$ cat src/rtl/instr_encoder.sv
// instr_encoder: packs field-level instruction beats into 49-bit words and
// streams them into instruction memory at consecutive addresses from a base.
module instr_encoder #(
  parameter int unsigned ADDR_W = 8,
  parameter int unsigned DEPTH  = 256
) (
  input  logic              clk,
  input  logic              rst,
  input  logic              start,
  input  logic [ADDR_W-1:0] base_addr,
  input  logic              in_valid,
  output logic              in_ready,
  input  logic [4:0]        op,
  input  logic [1:0]        mode,
  input  logic [4:0]        src,
  input  logic [4:0]        dst,
  input  logic [31:0]       litsrc,
  input  logic              last,
  output logic              imem_we,
  output logic [ADDR_W-1:0] imem_addr,
  output logic [48:0]       imem_wdata,
  output logic [ADDR_W:0]   count,
  output logic              busy,
  output logic              done,
  output logic              overflow
);

  localparam logic [ADDR_W:0]   DEPTH_C    = (ADDR_W+1)'(DEPTH);
  localparam logic [ADDR_W:0]   DEPTH_LAST = (ADDR_W+1)'(DEPTH - 1);
  localparam logic [ADDR_W:0]   CNT_ONE    = (ADDR_W+1)'(1);
  localparam logic [ADDR_W-1:0] PTR_ONE    = ADDR_W'(1);

  typedef enum logic [1:0] {IDLE, LOAD, DONE, ERR} state_t;

  state_t            state, state_nxt;
  logic [ADDR_W-1:0] ptr;
  logic              accept;
  logic              take_start;
  logic              at_limit;

  // count equals beats accepted so far, so the DEPTH-th accept is when count hits DEPTH-1
  assign accept     = in_valid && (state == LOAD);
  assign take_start = start && ((state == IDLE) || (state == ERR));
  assign at_limit   = (count == DEPTH_LAST);

  // Next-state and state-decoded handshake/status outputs
  always_comb begin
    state_nxt = state;
    in_ready  = 1'b0;
    busy      = 1'b0;
    case (state)
      IDLE: begin
        if (start) state_nxt = LOAD;
      end
      LOAD: begin
        in_ready = 1'b1;
        busy     = 1'b1;
        if (accept) begin
          if (last)          state_nxt = DONE;
          else if (at_limit) state_nxt = ERR;
        end
      end
      DONE: begin
        busy      = 1'b1;
        state_nxt = IDLE;
      end
      ERR: begin
        if (start) state_nxt = LOAD;
      end
      default: state_nxt = IDLE;
    endcase
  end

  // State register
  always_ff @(posedge clk) begin
    if (rst) state <= IDLE;
    else     state <= state_nxt;
  end

  // Write port, pointer, word counter and sticky overflow
  always_ff @(posedge clk) begin
    if (rst) begin
      ptr        <= '0;
      count      <= '0;
      overflow   <= 1'b0;
      imem_we    <= 1'b0;
      imem_addr  <= '0;
      imem_wdata <= '0;
      done       <= 1'b0;
    end else begin
      imem_we <= accept;
      done    <= accept && last;
      if (take_start) begin
        ptr      <= base_addr;
        count    <= '0;
        overflow <= 1'b0;
      end
      if (accept) begin
        imem_addr  <= ptr;
        imem_wdata <= {op, mode, src, dst, litsrc};
        ptr        <= ptr + PTR_ONE;
        if (count != DEPTH_C) count <= count + CNT_ONE;
        if (!last && at_limit) overflow <= 1'b1;
      end
    end
  end

endmodule

$ cat config.mk
export PLATFORM = sky130hd
export DESIGN_NAME = instr_encoder
export DESIGN_NICKNAME = d
export VERILOG_FILES = /design/src/rtl/instr_encoder.sv
export SDC_FILE = /design/constraint.sdc
export NUM_CORES = 1
export LEC_CHECK = 0
export BUFFER_PORTS_ARGS = -buffer_cell sky130_fd_sc_hd__buf_2
export CAP_MARGIN = 30
export CORE_MARGIN = 2
export CORE_UTILIZATION = 51
export DETAILED_ROUTE_END_ITERATION = 16
export HOLD_SLACK_MARGIN = 0.03
export PLACE_DENSITY = 0.9
export RECOVER_POWER = 100
export SYNTH_ARGS = -nofsm -noshare
export SYNTH_HDL_FRONTEND = slang
export SYNTH_SLANG_ARGS = --single-unit
$ cat constraint.sdc
create_clock -name clk -period 4.7 [get_ports clk]
set_input_delay 0.94 -clock clk [delete_from_list [all_inputs] [get_ports clk]]
set_output_delay 0.94 -clock clk [all_outputs]
set_load 0.005 [all_outputs]
==> implementation parameters, run 1 <==
Parameter                              Value

Clock tree
  Number of H-tree levels ... 3
  CTS tree ... built
  Buffers inserted during post-CTS setup optimization ... 0
  CTS root buf ... sky130_fd_sc_hd__clkbuf_8
  Num Clock Sinks ... 79
  Count of hold-fix buffers inserted at cts ... 0
  CTS buffer count ... 9
  Source-to-sink clock delay at the later pin of the worst-skew pair ... 340 ps
  Post-CTS sizing ... 0
  Clock-pin transition on the worst setup and hold timing paths ... 80 ps
  Max Root-Sink Buffers ... 2

Placed design
  Port bufs ... 132
  Pre-CTS setup slack ... 2120 ps
  Sum of net half-perimeters after detailed placement ... 5220 microns
  Routability cong. ... 0.795

Power and ir drop
  Part of the total power dissipated in the clock network ... 0.316
  Pint ... 0.00129 W
  Pwr Density ... 469 nW/um^2
  Sequential fraction of design power ... 0.446
  Fraction of power spent switching nets ... 0.308
  Largest vdd supply drop ... 0.271 mV
  Switching component of the power ... 0.000574 W
  Static Leakage ... 1.60 nW
  Comb power frac ... 0.238

Detailed routing
  Average via count per standard cell ... 5.28
  Detailed Routing Iterations Pass 1 ... 4
  # DRC ... 0
  Total detailed-routing wirelength ... 7540 microns
  Remaining antenna violation count after routing ... 0
  Total via count after detailed routing ... 3,133
  Iteration-0 DRC count of the detailed router ... 112
  Average detailed-routed wire length per instance ... 12.7 microns

STA
  Final setup vio count ... 0
  Final Cycle Share ... 0.630
  Worst max-slew margin expressed relative to the limit ... -0.483
  Final Hold Viols ... 0
  Worst setup skew after layout ... 4.04 ps
  Fmax ... 338 MHz
  Setup ws final ... 1740 ps
  Final max-slew violation count ... 56
  Final critical-path required period ... 2960 ps
  Worst Tran Pin Value ... 2220 ps
  Setup tns final ... 0 ps
  Unrepaired setup endpoints after global routing ... no

Critical path
  Type of the worst setup path ... in -> reg
  Endpoint of the worst register-to-register path ... ptr[6]
  Maximum single-stage delay on the critical path ... 1550 ps
  Arrival time at the worst endpoint ... 3180 ps
  Max stage delay cell, worst path ... sky130_fd_sc_hd__clkbuf_1
  Reg2reg start ... state[1]
  CP max FO ... 55
  Reg-to-reg setup timing slack ... 2510 ps
  Worst R2R Path Depth ... 6
  Setup crit start ... rst
  Required time at the endpoint of the critical path ... 4920 ps
  Nature of the critical path endpoint ... flop
  Sequence of cells on the critical path ... clkbuf_1 > buf_4 > nor4_1
  Nature of the critical path startpoint ... input port

Run status
  Run status ... finished with violations
  Violated checks ... capacitance limit, slew limit

GRT
  Initial antenna violation count ... 0
  Vias in the first global route ... 2,713
  Largest net degree at the start of global routing ... 56
  Gr usage total ... 0.221
  Global-route wire length before repair ... 11,700 microns
  Global route total overflow ... 0

Cells and area
  Final-layout fill cell count ... 525
  Ratio of cells with drive above 1 in the final layout ... 0.210
  Number of diodes added for antenna fixing ... 0
  Layout Nets ... 580
  Layout Utilization ... 0.671
  Area growth from synthesis to final layout ... 27.8%

Hold path
  Hold Path Cell Cnt ... 2
  Type of the most critical hold path ... reg -> reg
  Sink of the worst hold path ... imem_addr[1]
  Launch instance of the worst min-delay path ... imem_addr[1]

Yosys
  Post-Syn Instances ... 391
  Post-synthesis net count ... 458
  Mean post-synth cell area ... 7.95 sq um
  Sequential share of the synthesized area ... 0.509
  Register bit total from synthesis ... 79
  Warning count from the yosys run ... 0
  Number of distinct library cells after synthesis ... 44
  Total standard cell area after synthesis ... 3110 sq um

Job
  Max Cap Viol ... 1

Floorplan
  Die area ... 6740 sq um
  Initial core utilization ... 0.525
  Total I/O pin count ... 133
  Placeable core region ... 5920 sq um
  Chip height ... 82.1 microns
  Die Wd ... 82.1 microns
  Core Rows ... 28
critical path, delay by kind of cell:
kind	cells	cell delay (ps)
buffers and inverters	2	2090
AND/OR/NAND/NOR	1	110
area by class of cell:
class / instances / area (sq um) / share of cell area
Sequential cell: 79 / 1580 / 0.398
Multi-Input combinational cell: 282 / 1410 / 0.355
Timing Repair Buffer: 135 / 623 / 0.157
Clock buffer: 14 / 183 / 0.0460
Tap cell: 75 / 93.8 / 0.0236
Clock inverter: 2 / 60.1 / 0.0151
Inverter: 6 / 22.5 / 0.00567
flip-flops by register name, indices dropped and copies added, names as in the netlist:
name        count
imem_we         1
ptr             8
state           2
done            1
imem_wdata     49
overflow        1
imem_addr       8
count           9
per-layer routing:
layer  vias up  share of wire  track usage
met2       119           0.47        0.390
li1       1570              -            -
met1      1434           0.44        0.249
met5         -              0            0
met3        10          0.085       0.0659
met4         0          0.011       0.0850
cells by family (layout without fill, tap and decap cells):
family / after synthesis / after routing / share of synthesized area
multiplexers: 2 / 2 / 0.00684
XOR/XNOR: 1 / 1 / 0.00282
flip-flops: 79 / 79 / 0.509
buffers and inverters: 30 / 157 / 0.0386
adder cells (fa/ha/maj): 5 / 5 / 0.0201
AO/OA/AOI/OAI: 92 / 92 / 0.167
AND/OR/NAND/NOR: 182 / 182 / 0.256
cells in the final DEF, fill, tap and decap left out, types with 2 or more instances in the layout:
cell / instances
sky130_fd_sc_hd__ha_1: 5
sky130_fd_sc_hd__a211oi_1: 2
sky130_fd_sc_hd__and3_1: 3
sky130_fd_sc_hd__nand4b_1: 2
sky130_fd_sc_hd__nor2_1: 19
sky130_fd_sc_hd__nor3_1: 4
sky130_fd_sc_hd__o21ai_1: 3
sky130_fd_sc_hd__a22oi_1: 2
sky130_fd_sc_hd__or4_1: 2
sky130_fd_sc_hd__buf_4: 3
sky130_fd_sc_hd__inv_1: 6
sky130_fd_sc_hd__buf_2: 84
sky130_fd_sc_hd__bufinv_16: 2
sky130_fd_sc_hd__nand2_2: 2
sky130_fd_sc_hd__o21ai_0: 3
sky130_fd_sc_hd__nand2_1: 125
sky130_fd_sc_hd__or3_1: 2
sky130_fd_sc_hd__a21oi_1: 65
sky130_fd_sc_hd__dfxtp_1: 79
sky130_fd_sc_hd__clkbuf_1: 49
sky130_fd_sc_hd__a31oi_1: 5
sky130_fd_sc_hd__nand3_1: 8
sky130_fd_sc_hd__nor4b_2: 2
sky130_fd_sc_hd__clkbuf_8: 13
sky130_fd_sc_hd__or2_0: 2
sky130_fd_sc_hd__nand4_1: 3
sky130_fd_sc_hd__a311oi_1: 2
sky130_fd_sc_hd__o211ai_1: 2
per-stage QoR:
step	instance area [sq um]	std cells	power [W]	hold slack, ps
finish	3980	593	0.00186	454
global route	3980	593	0.00198	476
CTS	4040	593	0.00189	454
detailed placement	3790	577	0.00130	443
global placement	3790	577	0.00128	438
floorplan	3110	391	0.00113	438
how the worst max path moves through the flow:
stage                           to  depth (start not counted)
after CTS                   ptr[7]                          5
after detailed placement    ptr[7]                          5
after global routing        ptr[3]                          3
after floorplan           count[1]                          4
after global placement      ptr[7]                          5
final                       ptr[6]                          3
cells in the mapped netlist, drive strengths merged:
master	count	area, sq um
a211o	1	8.76
a211oi	2	15.0
a21o	1	7.51
a21oi	66	334
a221oi	1	8.76
a22oi	2	15.0
a2bb2oi	1	8.76
a311oi	2	17.5
a31oi	5	31.3
a32oi	1	8.76
a41oi	1	8.76
and2	2	12.5
and3	3	18.8
and4	1	11.3
and4b	1	10.0
buf	12	52.6
clkbuf	12	45.0
dfxtp	79	1580
ha	5	62.6
inv	6	22.5
mux2	1	11.3
mux2i	1	10.0
nand2	127	479
nand2b	1	6.26
nand3	8	40.0
nand4	3	18.8
nand4b	2	17.5
nor2	19	71.3
nor2b	1	6.26
nor3	4	20.0
nor4	1	6.26
nor4b	3	38.8
o211ai	2	15.0
o21ai	6	30.0
o311ai	1	8.76
or2	2	12.5
or3	2	12.5
or4	2	15.0
xnor2	1	8.76
power groups by stage:
stage / registers, W / logic (W) / clock network [W]
finish: 0.000831 / 0.000444 / 0.000589
global route: 0.000843 / 0.000507 / 0.000633
CTS: 0.000829 / 0.000459 / 0.000600
global placement: 0.000840 / 0.000443 / 0
detailed placement: 0.000843 / 0.000459 / 0
floorplan: 0.000841 / 0.000293 / 0
(Power assumes the default switching activity.)
==> inputs of run 2 (changes only) <==
--- a/config.mk
+++ b/config.mk
@@ -5,13 +5,14 @@
 export SDC_FILE = /design/constraint.sdc
 export NUM_CORES = 1
 export LEC_CHECK = 0
+export ABC_AREA = 1
 export BUFFER_PORTS_ARGS = -buffer_cell sky130_fd_sc_hd__buf_2
 export CAP_MARGIN = 30
 export CORE_MARGIN = 2
-export CORE_UTILIZATION = 51
+export CORE_UTILIZATION = 48
 export DETAILED_ROUTE_END_ITERATION = 16
 export HOLD_SLACK_MARGIN = 0.03
-export PLACE_DENSITY = 0.9
+export PLACE_DENSITY = 0.85
 export RECOVER_POWER = 100
 export SYNTH_ARGS = -nofsm -noshare
 export SYNTH_HDL_FRONTEND = slang
==> constraint.sdc (replaced) <==
create_clock -name clk -period 2.8 [get_ports clk]
set_input_delay 0.56 -clock clk [delete_from_list [all_inputs] [get_ports clk]]
set_output_delay 0.56 -clock clk [all_outputs]
set_load 0.005 [all_outputs]
==> run 2 against run 1 <==
  * The flow now finishes without violations
  * Power grew 85%
  * Via count is 4.2% higher
  * Sequential share of layout area shrank 1.3 points
  * First-iteration DRC count increased by 13%
  * Count of clock-buffer cells in the layout shrank 4
  * Global-route usage fell by 1.7 points
  * Sequential power rose by 81%
  * Critical path type is now reg -> reg
  * Largest cell class unchanged
  * Largest power group unchanged
  * Highest routed layer unchanged
==> implementation parameters, run 2 <==
Parameter                              Value

STA
  Setup tns final ... 0 ps (unchanged)
  Final Cycle Share ... 0.786
  Final Hold Viols ... 0 (unchanged)
  Final critical-path required period ... 2200 ps
  Final setup vio count ... 0 (unchanged)
  Unrepaired setup endpoints after global routing ... no (unchanged)
  Worst setup skew after layout ... 7.40 ps (was 4.04 ps)
  Worst Tran Pin Value ... 638 ps (was 2220 ps)
  Worst max-slew margin expressed relative to the limit ... 0.574 (was -0.483)
  Final max-slew violation count ... 0 (was 56)
  Fmax ... 454 MHz

Power and ir drop
  Pwr Density ... 840 nW/um^2 (was 469 nW/um^2)
  Static Leakage ... 1.94 nW (was 1.60 nW)
  Largest vdd supply drop ... 0.388 mV (was 0.271 mV)

Cells and area
  Most common cell after layout, fill and taps aside ... sky130_fd_sc_hd__nor2_1 (was sky130_fd_sc_hd__nand2_1)
  Top library cells by usage in the layout, fill and taps aside ... sky130_fd_sc_hd__nor2_1 (125), sky130_fd_sc_hd__buf_2 (107), sky130_fd_sc_hd__dfxtp_1 (79) (was sky130_fd_sc_hd__nand2_1 (125), sky130_fd_sc_hd__buf_2 (84), sky130_fd_sc_hd__dfxtp_1 (79))
  Ratio of cells with drive above 1 in the final layout ... 0.226 (was 0.210)
  Reg with most FFs ... imem_wdata (unchanged)
  Number of flip-flops in the largest register ... 49 (unchanged)
  Registers with the most flip-flops ... imem_wdata x49, count x9 (unchanged)
  Layout Nets ... 636 (was 580)
  Area growth from synthesis to final layout ... 26.3% (was 27.8%)
  Number of diodes added for antenna fixing ... 0 (unchanged)
  Non-filler cells in the finished layout ... 654 (was 593)

Clock tree
  Source-to-sink clock delay at the later pin of the worst-skew pair ... 340 ps (about the same)
  CTS tree ... built (unchanged)
  Buffers inserted during post-CTS setup optimization ... 0 (unchanged)
  Num Clock Sinks ... 79 (unchanged)
  Clock-pin transition on the worst setup and hold timing paths ... 80 ps (about the same)
  Number of H-tree levels ... 3 (unchanged)
  Max Root-Sink Buffers ... 2 (unchanged)
  Post-CTS sizing ... 0 (unchanged)
  Count of hold-fix buffers inserted at cts ... 0 (unchanged)
  CTS root buf ... sky130_fd_sc_hd__clkbuf_8 (unchanged)
  CTS buffer count ... 9 (unchanged)

Yosys
  Post-Syn Instances ... 445 (was 391)
  Mean post-synth cell area ... 7.32 sq um (was 7.95 sq um)
  Synth top cells by count ... sky130_fd_sc_hd__nor2_1 (125), sky130_fd_sc_hd__dfxtp_1 (79), sky130_fd_sc_hd__o21ai_0 (67) (was sky130_fd_sc_hd__nand2_1 (126), sky130_fd_sc_hd__dfxtp_1 (79), sky130_fd_sc_hd__a21oi_1 (65))
  Sequential share of the synthesized area ... 0.486 (was 0.509)
  Warning count from the yosys run ... 0 (unchanged)
  Post-Synth Adder-Cell Area ... 0.0192 (was 0.0201)
  Most instantiated library cell after synthesis ... sky130_fd_sc_hd__nor2_1 (was sky130_fd_sc_hd__nand2_1)
  Top flip-flop cell by instance count after synthesis ... sky130_fd_sc_hd__dfxtp_1 (unchanged)
  Simple-Gate Fraction of Synth Area ... 0.262 (was 0.256)
  Total standard cell area after synthesis ... 3260 sq um (was 3110 sq um)
  Synthesized-area fraction occupied by xor and xnor cells ... 0.00807 (was 0.00282)
  Main combinational cell family by area after synthesis ... simple AND/OR/NAND/NOR gates (unchanged)
  Multiplexer fraction of the synthesized cell area ... 0 (was 0.00684)
  Share of synthesized flip-flops with an asynchronous set or reset ... 0 (unchanged)
  Number of distinct library cells after synthesis ... 26 (was 44)
  Register bit total from synthesis ... 79 (unchanged)
  Area share of the largest cell type after synthesis ... 0.486 (was 0.509)
  Post-synthesis net count ... 512 (was 458)
  Post-synth top area cell ... sky130_fd_sc_hd__dfxtp_1 (unchanged)
  Number of synthesized flops with an enable pin ... 0 (unchanged)
  Compound-cell area share of the yosys netlist ... 0.143 (was 0.167)
  Biggest area contributors in the synthesized netlist ... sky130_fd_sc_hd__dfxtp_1 (49%), sky130_fd_sc_hd__nor2_1 (14%), sky130_fd_sc_hd__o21ai_0 (10%) (was sky130_fd_sc_hd__dfxtp_1 (51%), sky130_fd_sc_hd__nand2_1 (15%), sky130_fd_sc_hd__a21oi_1 (10%))

Critical path
  Required time at the endpoint of the critical path ... 3080 ps (was 4920 ps)
  Arrival time at the worst endpoint ... 2480 ps (was 3180 ps)
  Worst R2R Path Depth ... 7 (was 6)
  Type of the worst setup path ... reg -> reg (was in -> reg)
  Reg2reg start ... state[1] (unchanged)
  Reg-to-reg setup timing slack ... 600 ps (was 2510 ps)
  Nature of the critical path endpoint ... flop (unchanged)
  CP max FO ... 68 (was 55)
  Nature of the critical path startpoint ... flop (was input port)
  Endpoint of the worst register-to-register path ... imem_wdata[0] (was ptr[6])

Hold path
  Type of the most critical hold path ... reg -> reg (unchanged)
  Hold Path Cell Cnt ... 2 (unchanged)
  Sink of the worst hold path ... state[0] (was imem_addr[1])
  Launch instance of the worst min-delay path ... state[0] (was imem_addr[1])

Detailed routing
  Detailed Routing Iterations Pass 1 ... 4 (unchanged)
  Average via count per standard cell ... 4.99 (was 5.28)
  # DRC ... 0 (unchanged)
  Remaining antenna violation count after routing ... 0 (unchanged)
  Total detailed-routing wirelength ... 7790 microns (was 7540 microns)
  Total via count after detailed routing ... 3,265 (was 3,133)
  Average detailed-routed wire length per instance ... 11.9 microns (was 12.7 microns)
  Iteration-0 DRC count of the detailed router ... 127 (was 112)

Job
  Max Cap Viol ... 0 (was 1)

Placed design
  Routability cong. ... 0.861 (was 0.795)
  Port bufs ... 132 (unchanged)
  Sum of net half-perimeters after detailed placement ... 5380 microns (was 5220 microns)
  Placed cell count ... 638 (was 577)

GRT
  Gr usage total ... 0.204 (was 0.221)
  Largest net degree at the start of global routing ... 69 (was 56)
  Vias in the first global route ... 2,802 (was 2,713)
  Global-route wire length before repair ... 12,200 microns (was 11,700 microns)
  Global route total overflow ... 0 (unchanged)
  Initial antenna violation count ... 0 (unchanged)

Floorplan
  Die Wd ... 86.4 microns (was 82.1 microns)
  Core Rows ... 30 (was 28)
  Total I/O pin count ... 133 (unchanged)
  Die area ... 7460 sq um (was 6740 sq um)
  Placeable core region ... 6680 sq um (was 5920 sq um)
  Initial core utilization ... 0.487 (was 0.525)
  Chip height ... 86.4 microns (was 82.1 microns)

Run status
  Run status ... completed (was finished with violations)
run 2: changes by cell type after synthesis, moves of 3 or more:
cell                      previous run  this run
sky130_fd_sc_hd__nand4_1             3         0
sky130_fd_sc_hd__inv_1               6        32
sky130_fd_sc_hd__buf_1               6         0
sky130_fd_sc_hd__nand3_1             8        29
sky130_fd_sc_hd__a21oi_1            65        17
sky130_fd_sc_hd__o21ai_1             3         0
sky130_fd_sc_hd__a31oi_1             5         1
sky130_fd_sc_hd__and3_1              3         0
sky130_fd_sc_hd__nand2_1           126        50
sky130_fd_sc_hd__o21ai_0             3        67
sky130_fd_sc_hd__xor2_1              0         3
sky130_fd_sc_hd__nor2_1             19       125
sky130_fd_sc_hd__buf_6               0         5
run 2: cell type report:
class,instances,area (sq um)
Timing Repair Buffer,137,663
Sequential cell,79,1580
Multi-Input combinational cell,309,1400
Inverter,33,126
Clock inverter,6,109
Fill cell,635,2570
Clock buffer,10,128
Tap cell,80,100
run 2: cells by family (layout without fill, tap and decap cells):
logic type                 after synthesis  after routing
buffers and inverters                   57            186
adders and majority gates                5              5
AOI/OAI and AO/OA                       90             90
xor gates and xnor gates                 3              3
and+or+nand+nor                        211            211
DFF                                     79             79
run 2: how the worst max path moves through the flow:
stage	startpoint	endpoint	slack, ps	depth (start not counted)
after floorplan	count[1]	state[1]	1230	11
after global placement	in_valid	ptr[4]	800	7
after detailed placement	in_valid	ptr[4]	750	7
after CTS	state[1]	imem_wdata[0]	770	7
after global routing	state[1]	imem_wdata[7]	370	7
final	state[1]	imem_wdata[0]	600	7
run 2: per-layer routing:
metal	global-route usage	vias to the layer above	part of all wire
met4	0.0653	0	0.0087
met1	0.256	1444	0.44
met5	0	-	0
met2	0.343	143	0.47
met3	0.0543	8	0.088
li1	-	1670	-
run 2: worst max-delay path, stage by stage, from the launching register on:
cell                       delay [ps]
sky130_fd_sc_hd__dfxtp_1          300
sky130_fd_sc_hd__inv_1             70
sky130_fd_sc_hd__ha_1             300
sky130_fd_sc_hd__nand2_4          250
sky130_fd_sc_hd__inv_4            560
sky130_fd_sc_hd__clkbuf_1         440
sky130_fd_sc_hd__nor2_1            80
sky130_fd_sc_hd__nor2_1           120
run 2: per-stage QoR:
| step | power, W | worst slack, ps | instance area, sq um | hold WS [ps] | util |
|---|---|---|---|---|---|
| 6_report | 0.00346 | 598 | 4110 | 459 | 0.615 |
| 5_1_grt | 0.00370 | 368 | 4110 | 461 | 0.615 |
| 4_1_cts | 0.00351 | 767 | 4150 | 456 | 0.621 |
| 3_5_place_dp | 0.00251 | 751 | 3910 | 451 | 0.586 |
| 3_3_place_gp | 0.00247 | 804 | 3910 | 437 | 0.586 |
| 2_1_floorplan | 0.00217 | 1230 | 3260 | 428 | - |
run 2: power breakdown:
group          leakage [nW]  switching [W]  internal, W
Clock                 0.120       0.000404     0.000591
Combinational          1.18       0.000583     0.000380
Sequential            0.645       0.000137      0.00136
Total                  1.94        0.00112      0.00233
==> inputs of run 3 (changes only) <==
--- a/config.mk
+++ b/config.mk
@@ -9,10 +9,10 @@
 export BUFFER_PORTS_ARGS = -buffer_cell sky130_fd_sc_hd__buf_2
 export CAP_MARGIN = 30
 export CORE_MARGIN = 2
-export CORE_UTILIZATION = 48
+export CORE_UTILIZATION = 43
 export DETAILED_ROUTE_END_ITERATION = 16
 export HOLD_SLACK_MARGIN = 0.03
-export PLACE_DENSITY = 0.85
+export PLACE_DENSITY = 0.8
 export RECOVER_POWER = 100
 export SYNTH_ARGS = -nofsm -noshare
 export SYNTH_HDL_FRONTEND = slang
==> constraint.sdc (replaced) <==
create_clock -name clk -period 2 [get_ports clk]
set_input_delay 0.4 -clock clk [delete_from_list [all_inputs] [get_ports clk]]
set_output_delay 0.4 -clock clk [all_outputs]
set_load 0.005 [all_outputs]
==> run 3 against run 2 <==
  * Routed wire length grew 4.9%
  * Clock power grew 30%
  * Clock skew is essentially flat
  * Count of clock-buffer cells in the layout decreased by 1
==> implementation parameters, run 3 (synthesized netlist as in run 2, its figures left out) <==
Parameter                              Value

Placed design
  Routability cong. ... 0.859 (was 0.861)
  Cell area after placement ... 3960 sq um (was 3910 sq um)
  Placed cell count ... 659 (was 638)
  Port bufs ... 132 (unchanged)
  Sum of net half-perimeters after detailed placement ... 5830 microns (was 5380 microns)

Power and ir drop
  Largest vdd supply drop ... 0.422 mV (was 0.388 mV)
  Static Leakage ... 1.91 nW (was 1.94 nW)
  Pwr Density ... 1160 nW/um^2 (was 840 nW/um^2)

Critical path
  Reg2reg start ... count[1] (was state[1])
  Reg-to-reg setup timing slack ... 180 ps (was 600 ps)
  Worst R2R Path Depth ... 11 (was 7)
  Arrival time at the worst endpoint ... 2060 ps (was 2480 ps)
  Maximum single-stage delay on the critical path ... 390 ps (was 560 ps)
  Endpoint of the worst register-to-register path ... state[0] (was imem_wdata[0])
  Max stage delay cell, worst path ... sky130_fd_sc_hd__dfxtp_1 (was sky130_fd_sc_hd__inv_4)
  Nature of the critical path endpoint ... flop (unchanged)
  Most frequent cell on the critical path ... sky130_fd_sc_hd__nand2_1 (was sky130_fd_sc_hd__nor2_1)
  Nature of the critical path startpoint ... flop (unchanged)
  Sequence of cells on the critical path ... ha_1 > nand2_1 > inv_1 > nand2_1 > nor3_1 > ha_1 > nor2_1 > nand2_1 > nand3_1 > o21ai_0 > a21oi_1 (was inv_1 > ha_1 > nand2_4 > inv_4 > clkbuf_1 > nor2_1 > nor2_1)
  Required time at the endpoint of the critical path ... 2240 ps (was 3080 ps)
  Type of the worst setup path ... reg -> reg (unchanged)
  CP max FO ... 5 (was 68)

STA
  Setup tns final ... 0 ps (unchanged)
  Worst Tran Pin Value ... 535 ps (was 638 ps)
  Final max-slew violation count ... 0 (unchanged)
  Unrepaired setup endpoints after global routing ... no (unchanged)
  Final Hold Viols ... 0 (unchanged)
  Worst setup skew after layout ... 7.89 ps (was 7.40 ps)
  Fmax ... 548 MHz (was 454 MHz)
  Final Cycle Share ... 0.912 (was 0.786)
  Worst max-slew margin expressed relative to the limit ... 0.643 (was 0.574)
  Final critical-path required period ... 1820 ps (was 2200 ps)
  Final setup vio count ... 0 (unchanged)

GRT
  Met3 layer usage reported by global route ... 0.0390 (was 0.0543)
  Global route total overflow ... 0 (unchanged)
  Initial antenna violation count ... 0 (unchanged)
  Vias in the first global route ... 3,105 (was 2,802)
  GR peak layer ... met2 (unchanged)
  Gr usage total ... 0.201 (was 0.204)
  GR met2 Demand/Resource ... 0.343 (about the same)
  Largest net degree at the start of global routing ... 40 (was 69)
  Global-route wire length before repair ... 13,600 microns (was 12,200 microns)
  GR Util met1 ... 0.237 (was 0.256)

Floorplan
  Core Rows ... 31 (was 30)
  Die Wd ... 91.0 microns (was 86.4 microns)
  Chip height ... 91.0 microns (was 86.4 microns)
  Placeable core region ... 7290 sq um (was 6680 sq um)
  Initial core utilization ... 0.446 (was 0.487)
  Die area ... 8280 sq um (was 7460 sq um)
  Total I/O pin count ... 133 (unchanged)

Clock tree
  Clock-pin transition on the worst setup and hold timing paths ... 80 ps (about the same)
  Max Root-Sink Buffers ... 2 (unchanged)
  Number of H-tree levels ... 3 (unchanged)
  CTS tree ... built (unchanged)
  Source-to-sink clock delay at the later pin of the worst-skew pair ... 350 ps (was 340 ps)
  Post-CTS sizing ... 0 (unchanged)
  Buffers inserted during post-CTS setup optimization ... 0 (unchanged)
  CTS root buf ... sky130_fd_sc_hd__clkbuf_8 (unchanged)
  Num Clock Sinks ... 79 (unchanged)
  Count of hold-fix buffers inserted at cts ... 0 (unchanged)
  CTS buffer count ... 9 (unchanged)

Cells and area
  Area growth from synthesis to final layout ... 27.0% (was 26.3%)
  Layout Nets ... 638 (was 636)
  Number of flip-flops in the largest register ... 49 (unchanged)
  Final-layout fill cell count ... 750 (was 635)
  Post-route standard cell area excluding fillers ... 4140 sq um (was 4110 sq um)
  Combined area of the multi-input logic cells ... 1400 sq um (unchanged)
  Non-filler cells in the finished layout ... 675 (was 654)
  Layout Utilization ... 0.567 (was 0.615)
  Ratio of cells with drive above 1 in the final layout ... 0.217 (was 0.226)
  Top library cells by usage in the layout, fill and taps aside ... sky130_fd_sc_hd__nor2_1 (125), sky130_fd_sc_hd__buf_2 (98), sky130_fd_sc_hd__dfxtp_1 (79) (was sky130_fd_sc_hd__nor2_1 (125), sky130_fd_sc_hd__buf_2 (107), sky130_fd_sc_hd__dfxtp_1 (79))
  Number of diodes added for antenna fixing ... 0 (unchanged)
  Sequential cell area ... 1580 sq um (unchanged)
  Reg with most FFs ... imem_wdata (unchanged)
  Registers with the most flip-flops ... imem_wdata x49, count x9 (unchanged)
  Most common cell after layout, fill and taps aside ... sky130_fd_sc_hd__nor2_1 (unchanged)

Detailed routing
  Detailed Routing Iterations Pass 1 ... 4 (unchanged)
  Iteration-0 DRC count of the detailed router ... 126 (was 127)
  Average detailed-routed wire length per instance ... 12.1 microns (was 11.9 microns)
  Remaining antenna violation count after routing ... 0 (unchanged)
  # DRC ... 0 (unchanged)
  Total detailed-routing wirelength ... 8160 microns (was 7790 microns)
  Total via count after detailed routing ... 3,318 (was 3,265)
  Average via count per standard cell ... 4.92 (was 4.99)

Hold path
  Hold Path Cell Cnt ... 3 (was 2)
  Launch instance of the worst min-delay path ... op[0] (was state[0])
  Sink of the worst hold path ... imem_wdata[44] (was state[0])
  Type of the most critical hold path ... in -> reg (was reg -> reg)

Run status
  Run status ... completed (unchanged)

Job
  Max Cap Viol ... 0 (unchanged)
[run 3: worst max-delay path, delay by kind of cell (launching register included)]
kind / cells / cell delay, ps
AND/OR/NAND/NOR: 6 / 550
flip-flops: 1 / 390
adder cells (fa/ha/maj): 2 / 420
AO/OA/AOI/OAI: 2 / 270
buffers and inverters: 1 / 80
[run 3: cell type report]
type,instances,share of cell area
Inverter,33,0.0300
Multi-Input combinational cell,309,0.339
Sequential cell,79,0.382
Timing Repair Buffer,139,0.165
Clock inverter,7,0.0236
Tap cell,99,0.0300
Clock buffer,9,0.0300
[run 3: worst max-delay path by stage]
| stage | to | slack (ps) | cells after the start | start |
|---|---|---|---|---|
| final | state[0] | 180 | 11 | count[1] |
| after global routing | state[0] | 20 | 11 | count[1] |
| after CTS | state[1] | 190 | 11 | count[1] |
| after detailed placement | state[0] | 260 | 11 | count[1] |
| after global placement | state[1] | 390 | 11 | count[1] |
| after floorplan | state[1] | 430 | 11 | count[1] |
[run 3: power by group]
| group | internal, W | switching [W] | total, W |
|---|---|---|---|
| Sequential | 0.00190 | 0.000186 | 0.00209 |
| Clock | 0.000704 | 0.000583 | 0.00129 |
| Combinational | 0.000541 | 0.000862 | 0.00140 |
| Total | 0.00315 | 0.00163 | 0.00478 |
[run 3: layer usage]
layer / up-vias / part of all wire
met2: 99 / 0.50
met5: - / 0
li1: 1677 / -
met3: 12 / 0.057
met1: 1530 / 0.43
met4: 0 / 0.019
[run 3: metrics by stage]
step | hold WS (ps) | power [W] | setup WS [ps]
detailed placement | 464 | 0.00357 | 257
global placement | 435 | 0.00350 | 386
finish | 289 | 0.00478 | 175
CTS | 271 | 0.00488 | 188
floorplan | 428 | 0.00304 | 432
global route | 294 | 0.00516 | 16.1
